`config.mk`:
```
export PLATFORM = sky130hd
export DESIGN_NAME = crc32_dibit
export DESIGN_NICKNAME = d
export VERILOG_FILES = /design/src/rtl/crc32_dibit.sv
export SDC_FILE = /design/constraint.sdc
export NUM_CORES = 1
export LEC_CHECK = 0
export CAP_MARGIN = 30
export CELL_PAD_IN_SITES_DETAIL_PLACEMENT = 1
export CELL_PAD_IN_SITES_GLOBAL_PLACEMENT = 1
export CORE_ASPECT_RATIO = 1.4
export CORE_MARGIN = 5
export CORE_UTILIZATION = 42
export DETAILED_ROUTE_END_ITERATION = 12
export PLACE_DENSITY = 0.93
export SLEW_MARGIN = 20
export SYNTH_ARGS = -nofsm -noshare
export SYNTH_HDL_FRONTEND = slang
export SYNTH_SLANG_ARGS = --single-unit
```
`constraint.sdc`:
```
create_clock -name clk -period 2.88 [get_ports clk]
set_input_delay 0.432 -clock clk [delete_from_list [all_inputs] [get_ports clk]]
set_output_delay 0.432 -clock clk [all_outputs]
set_load 0.05 [all_outputs]
```
`src/rtl/crc32_dibit.sv`:
```
// ---------------------------------------------------------------------------
// crc32_dibit
//   Streaming Ethernet CRC-32 (FCS) generator. It absorbs one 2-bit RMII
//   dibit per clock, earlier bit in axiid[0], and keeps a running checksum.
//   The checksum uses the reflected polynomial 0xEDB88320 and starts from
//   0xFFFFFFFF.
//
// Ports
//   clk    in   1   system clock; all state updates on the rising edge
//   rst    in   1   asynchronous active-high reset (crc=FFFFFFFF, axiov=0)
//   axiiv  in   1   dibit valid; axiid is absorbed on this edge
//   axiid  in   2   data dibit, axiid[0] is the earlier bit on the wire
//   axiov  out  1   sticky: at least one dibit absorbed since reset
//   axiod  out  32  inverted CRC, byte-swapped so that axiod[31:24] is the
//                   first FCS byte and axiod[24] the first FCS bit
// ---------------------------------------------------------------------------
module crc32_dibit (
  input  logic        clk,
  input  logic        rst,
  input  logic        axiiv,
  input  logic [1:0]  axiid,
  output logic        axiov,
  output logic [31:0] axiod
);

  localparam logic [31:0] POLY_REFL = 32'hEDB88320;
  localparam logic [31:0] CRC_INIT  = 32'hFFFFFFFF;

  logic [31:0] crc_q;
  logic [31:0] crc_d;
  logic        axiov_q;
  logic        axiov_d;

  // Intermediate value after the first (earlier) bit of the dibit.
  logic [31:0] crc_bit0;
  logic [31:0] crc_bit1;
  logic [31:0] fcs;

  // Two LSB-first shift steps chained combinationally, axiid[0] first.
  always_comb begin
    crc_bit0 = crc_q >> 1;
    if (crc_q[0] ^ axiid[0]) begin
      crc_bit0 = crc_bit0 ^ POLY_REFL;
    end

    crc_bit1 = crc_bit0 >> 1;
    if (crc_bit0[0] ^ axiid[1]) begin
      crc_bit1 = crc_bit1 ^ POLY_REFL;
    end

    crc_d   = crc_q;
    axiov_d = axiov_q;
    if (axiiv) begin
      crc_d   = crc_bit1;
      axiov_d = 1'b1;
    end
  end

  always_ff @(posedge clk or posedge rst) begin
    if (rst) begin
      crc_q   <= CRC_INIT;
      axiov_q <= 1'b0;
    end else begin
      crc_q   <= crc_d;
      axiov_q <= axiov_d;
    end
  end

  // Output depends only on the flops: inversion plus byte swap. The swap
  // puts the least significant CRC byte (first on the wire) in [31:24].
  assign fcs = ~crc_q;

  genvar gi;
  generate
    for (gi = 0; gi < 4; gi++) begin : g_byte_swap
      assign axiod[8*gi +: 8] = fcs[8*(3-gi) +: 8];
    end
  endgenerate

  assign axiov = axiov_q;

endmodule

```
==> impl_results.md, run 1 <==
- Vias in the first global route: between 1000 and 1500
- Starting Density: 42.8%
- Post-Synth Adder-Cell Area: 0%
- Vias per std cell: between 4 and 5
- DRC violations left: 0
- Layout Nets: about 190
- Setup TNS: 0 ns
- CTS buffer count: 5
- Max frequency: around 490 MHz
- Post_cts resized: 0
- Setup bufs post-CTS: 0
- Delay-heaviest family, CP: buffers and inverters
- WL met3: 135 µm
- Period utilisation layout: 71.5%
- Layout area overhead: 28.4%
- WS Path Type: flip-flop to output port
- Outcome: finished clean
- Die Ht: 84.1 µm
- Simple-gate share of the synthesized area: 3.34%
- Wire length on met2: ~2 mm
- Max_slew headroom: roughly 36%
- Die Width: 62.9 µm
- Largest net degree at the start of global routing: 47
- Routed met1 length: roughly 1.4 mm
- RSZ-0062 raised after global routing: false
- Post-route ant nets: 0
- Distinct cells, synth: 17
- Post-DP HPWL: about 2.6 mm
- Synthesized area: roughly 1600 µm²
- DR pass1 iterations: 4
- Max cap viols: 0
- Final Setup Violations: 0
- Cell Chain, Critical Path: inv_1, clkdlybuf4s50_1
- H-tree levels: 2
- Compound-Gate Fraction of Synth Area: 3.95%
- Yosys warnings: 0
- Hold Vio Cnt, Final: 0
- Post-CTS Hold Buffers: 0
- Initial antenna violation count: 0
- Syn avg cell area: 11.7 µm²
- CTS clk-pin slew, worst paths: about 0.06 ns
- CP Data Arrival Time: between 1.5 and 2 ns
- CP Max Fanout: 2
- Final Wtd Congestion: around 0.7
- GRT overflow: 0
- First-pass GRT wire length: 5.99 mm
- DRT iter0 DRCs: 16
- Routed WL: approximately 3.6 mm
- Syn_nets: 146
- CTS root buf: clkbuf_8
- Via count: 1058
- Clk_skew: ~0.0021 ns
- Hold WC Path Type: flip-flop to flip-flop
- GRT Overall Usage: between 10% and 20%
- Port Buf Inserts: 37
- Post-route minimum period: a little over 2 ns
- Synth Instances: roughly 140
- Top sig layer: met4
- CP max stage delay: ~0.70 ns
- Worst Path Required: between 2 and 2.5 ns
- CP endpoint kind: output port
- Sequential cell area fraction in the yosys report: 52.5%
- Most frequent cells in the layout: 36 x clkdlybuf4s50_1, 33 x inv_1, 32 x dfstp_2
- Worst Tran Pin Value: 0.965 ns
- Crit path max-delay cell type: clkdlybuf4s50_1
- Most common cell after layout, fill and taps aside: clkdlybuf4s50_1
- Die area: around 5300 µm²
- CTS tree: built
- Worst path buffer plus inverter count: 2
- Slew Limit Fails: 0
- Clk buf depth: 2
- Post-Synth XOR/XNOR Area: 18.3%
- Number of synthesized register bits: 33
- Fraction of layout cells with a size suffix above 1: 23.2%
- Row Count: 27
- Skew-Pair Late Insertion Delay: approximately 0.29 ns
- Largest family of logic cells by synthesized area: XOR/XNOR gates
- # IOs: 38
- DR WL/cell: roughly 16 µm
- CTS sink cnt: 33
- Startpoint types: flip-flop
- Mux cell area share after synthesis: between 10 and 15%
- Total core area: 3850 µm²
- N_diodes: 0
==> routing by layer <==
metal / track usage (%) / vias up
met4: 7.53 / 0
met1: 15.1 / 530
met3: 4.58 / 6
met2: 25.9 / 21
met5: 0 / -
li1: - / 501
==> flip-flops by register name, summed over array words and instances (netlist names) <==
| register | count |
|---|---|
| axiov | 1 |
| crc_q | 32 |
==> area by class of cell <==
class | count | area, µm²
multi-input combinational | 68 | 612
timing repair buffer | 39 | 380
clock buffer | 8 | 80.1
fill | 432 | 1740
sequential | 33 | 866
inverter | 33 | 124
tap | 43 | 53.8
==> tightest hold or removal path, cell delays in order (launching register included) <==
cell and delay, ns:
dfstp_2 0.37, nand2_1 0.05, o21ai_1 0.05
==> stage by stage <==
stage	util [%]	instance area, µm²	setup WS, ns	instances	hold slack (ns)
2_1_floorplan	-	1650	1.47	141	0.445
3_3_place_gp	52.9	2040	0.742	216	0.449
3_5_place_dp	52.9	2040	0.642	216	0.460
4_1_cts	54.9	2120	0.802	224	0.473
5_1_grt	54.9	2120	0.777	224	0.491
6_report	54.9	2120	0.820	224	0.469
==> cells in the mapped netlist <==
master    instances  area, µm²
a21oi_1           2       10.0
buf_12            1       20.0
buf_2             3       15.0
clkbuf_1          3       11.3
dfrtp_1           1       25.0
dfstp_2          32        841
inv_1            33        124
mux2i_1          19        190
nand2_1          11       41.3
nor2_1            2       7.51
o21ai_0           7       35.0
o21ai_1           4       20.0
or2_1             1       6.26
xnor2_1          14        123
xnor2_2           1       16.3
xnor2_4           1       27.5
xnor3_1           6        135
==> worst paths after layout <==
check | start | end | slack, ns | cells past startpoint
max | crc_q[0] | axiod[24] | 0.82 | 2
min | crc_q[14] | crc_q[12] | 0.47 | 2
max reg2reg | crc_q[0] | crc_q[29] | 1.20 | 3
min reg2reg | crc_q[14] | crc_q[12] | 0.47 | 2
max in group asynchronous | rst | crc_q[3] | 2.00 | 3
min in group asynchronous | rst | axiov | 0.56 | 3
==> logic make-up after synthesis <==
group,Yosys count
simple gates,14
flops,33
buf+inv,40
compound gates,13
mux,19
xor+xnor,22
Power of run 1 is left out: the tool's default activity adds up to more than one toggle a clock period on the data nets, which glitch-free logic cannot reach.
==> run 2: changes to the inputs <==
Settings changed: CORE_UTILIZATION 42 to 39, PLACE_DENSITY 0.93 to 0.88.
Clock period 2.88 ns to 1.98 ns, I/O delays scaled along.
==> run 2 against run 1 <==
Setup slack got worse by 0.77 ns. Count of clock-buffer cells in the layout decreased by 1. Sequential share of layout area fell by 0.90 points. Critical path type unchanged. Critical endpoint unchanged. Clock skew grew 0.0071 ns. Core utilization is 3.0 points lower. Non-clock buffer count is 1 higher.
==> impl_results.md, run 2 (same netlist as run 1, synthesis figures left out) <==
- Vias per std cell: 4.69 (was 4.72)
- CTS tree: built (unchanged)
- N_diodes: 0 (unchanged)
- Hold WC Path Type: input port to asynchronous set/reset pin (was flip-flop to flip-flop)
- Vias in the first global route: 1197 (was 1264)
- H-tree levels: 2 (unchanged)
- Hold Vio Cnt, Final: 0 (unchanged)
- Post-route minimum period: ~1.9 ns
- Outcome: finished clean (unchanged)
- Post-DP HPWL: 2.39 mm (was 2.63 mm)
- Crit path launch: crc_q[0] (unchanged)
- Die Ht: 86.9 µm (was 84.1 µm)
- CP Max Fanout: 2 (unchanged)
- Worst Path Required: 1.68 ns (was 2.45 ns)
- GRT overflow: 0 (unchanged)
- DR WL/cell: 15.2 µm (was 16.0 µm)
- Row Count: 28 (was 27)
- Clk buf depth: 2 (unchanged)
- Die Width: 64.9 µm (was 62.9 µm)
- CTS root buf: clkbuf_8 (unchanged)
- Reg area: 866 µm² (unchanged)
- Final Setup Violations: 0 (unchanged)
- Period utilisation layout: 97.6%
- Slew Limit Fails: 0 (unchanged)
- Via count: 1065 (was 1058)
- Routed WL: 3.44 mm (was 3.59 mm)
- Fillcell total: 453 (was 432)
- Post-route ant nets: 0 (unchanged)
- Worst setup endpoint: axiod[24] (unchanged)
- Setup TNS: 0 ns (unchanged)
- Max FFs per register: 32 (unchanged)
- RR Endpoint: crc_q[8] (was crc_q[29])
- First-pass GRT wire length: 5.75 mm (was 5.99 mm)
- Fin util: 51.9% (was 54.9%)
- Setup bufs post-CTS: 0 (unchanged)
- RSZ-0062 raised after global routing: false (unchanged)
- Die area: 5640 µm² (was 5290 µm²)
- Fraction of layout cells with a size suffix above 1: 25.3% (was 23.2%)
- Layout area overhead: 31.3% (was 28.4%)
- DRT iter0 DRCs: 18 (was 16)
- GRT Overall Usage: 13.7% (was 14.6%)
- Post_cts resized: 0 (unchanged)
- CTS sink cnt: 33 (unchanged)
- CTS clk-pin slew, worst paths: 0.07 ns (was 0.06 ns)
- Initial antenna violation count: 0 (unchanged)
- Area of the multi-input gates: 612 µm² (unchanged)
- WS Path Type: flip-flop to output port (unchanged)
- Max_slew headroom: 53.5% (was 35.7%)
- Skew-Pair Late Insertion Delay: 0.29 ns (about the same)
- RR Startpoint: crc_q[0] (unchanged)
- Clk_skew: 0.00911 ns (was 0.00205 ns)
- Final Wtd Congestion: 0.673 (was 0.713)
- Max frequency: approximately 520 MHz
- DRC violations left: 0 (unchanged)
- Startpoint types: flip-flop (unchanged)
- Post-CTS Hold Buffers: 0 (unchanged)
- Layout Nets: 186 (was 185)
- Largest net degree at the start of global routing: 47 (unchanged)
- Worst Tran Pin Value: 0.697 ns (was 0.965 ns)
- CP Data Arrival Time: 1.64 ns (was 1.63 ns)
- DR pass1 iterations: 4 (unchanged)
- Most common cell after layout, fill and taps aside: clkdlybuf4s50_1 (unchanged)
- CP endpoint kind: output port (unchanged)
- Starting Density: 39.5% (was 42.8%)
- Total core area: 4170 µm² (was 3850 µm²)
- CTS buffer count: 5 (unchanged)
- # IOs: 38 (unchanged)
- Reg2Reg Depth: 3 (unchanged)
- Biggest register: crc_q (unchanged)
- Max cap viols: 0 (unchanged)
- R2R setup slack: 0.31 ns (was 1.20 ns)
- Port Buf Inserts: 37 (unchanged)
- Most frequent cells in the layout: 36 x clkdlybuf4s50_1, 33 x inv_1, 32 x dfstp_2 (unchanged)
-- run 2: cell types whose count changed in the layout (fill, tap and decap cells not counted), sizes merged --
cell	before	now
buf	3	4
clkinv	0	1
clkbuf	8	7
-- run 2: worst min-delay path by stage --
stage,slack (ns),endpoint
after floorplan,0.40,axiov
after global placement,0.45,axiov
after detailed placement,0.45,axiov
after CTS,0.43,axiov
after global routing,0.47,crc_q[28]
final,0.42,axiov
-- run 2: critical path, cell delays in order, from the launching register on --
cell and delay [ns]:
dfstp_2 0.58, inv_1 0.07, clkdlybuf4s50_1 0.70
-- run 2: metal layers --
metal | GRT usage, % | wire [µm]
met1 | 15.9 | 1420
met2 | 23.7 | 1810
met3 | 2.20 | 126
met4 | 7.50 | 82
met5 | 0 | 0
-- run 2: metrics by stage --
| stage | setup slack [ns] | hold WS (ns) | area (µm²) | std cells |
|---|---|---|---|---|
| after global placement | -0.0381 | 0.447 | 2050 | 218 |
| after detailed placement | -0.155 | 0.448 | 2050 | 218 |
| after CTS | 0.0282 | 0.431 | 2150 | 226 |
| after global routing | 0.00680 | 0.468 | 2160 | 227 |
| after floorplan | 0.570 | 0.402 | 1650 | 141 |
| final | 0.0471 | 0.419 | 2160 | 227 |
-- run 2: layout make-up --
type                            instances  area share, %
Inverter                               33           5.73
Multi-Input combinational cell         68           28.3
Clock buffer                            7           4.45
Timing Repair Buffer                   40           18.7
Clock inverter                          1          0.231
Tap cell                               45           2.60
Sequential cell                        33           40.0
Power of run 2 is left out for the same reason.
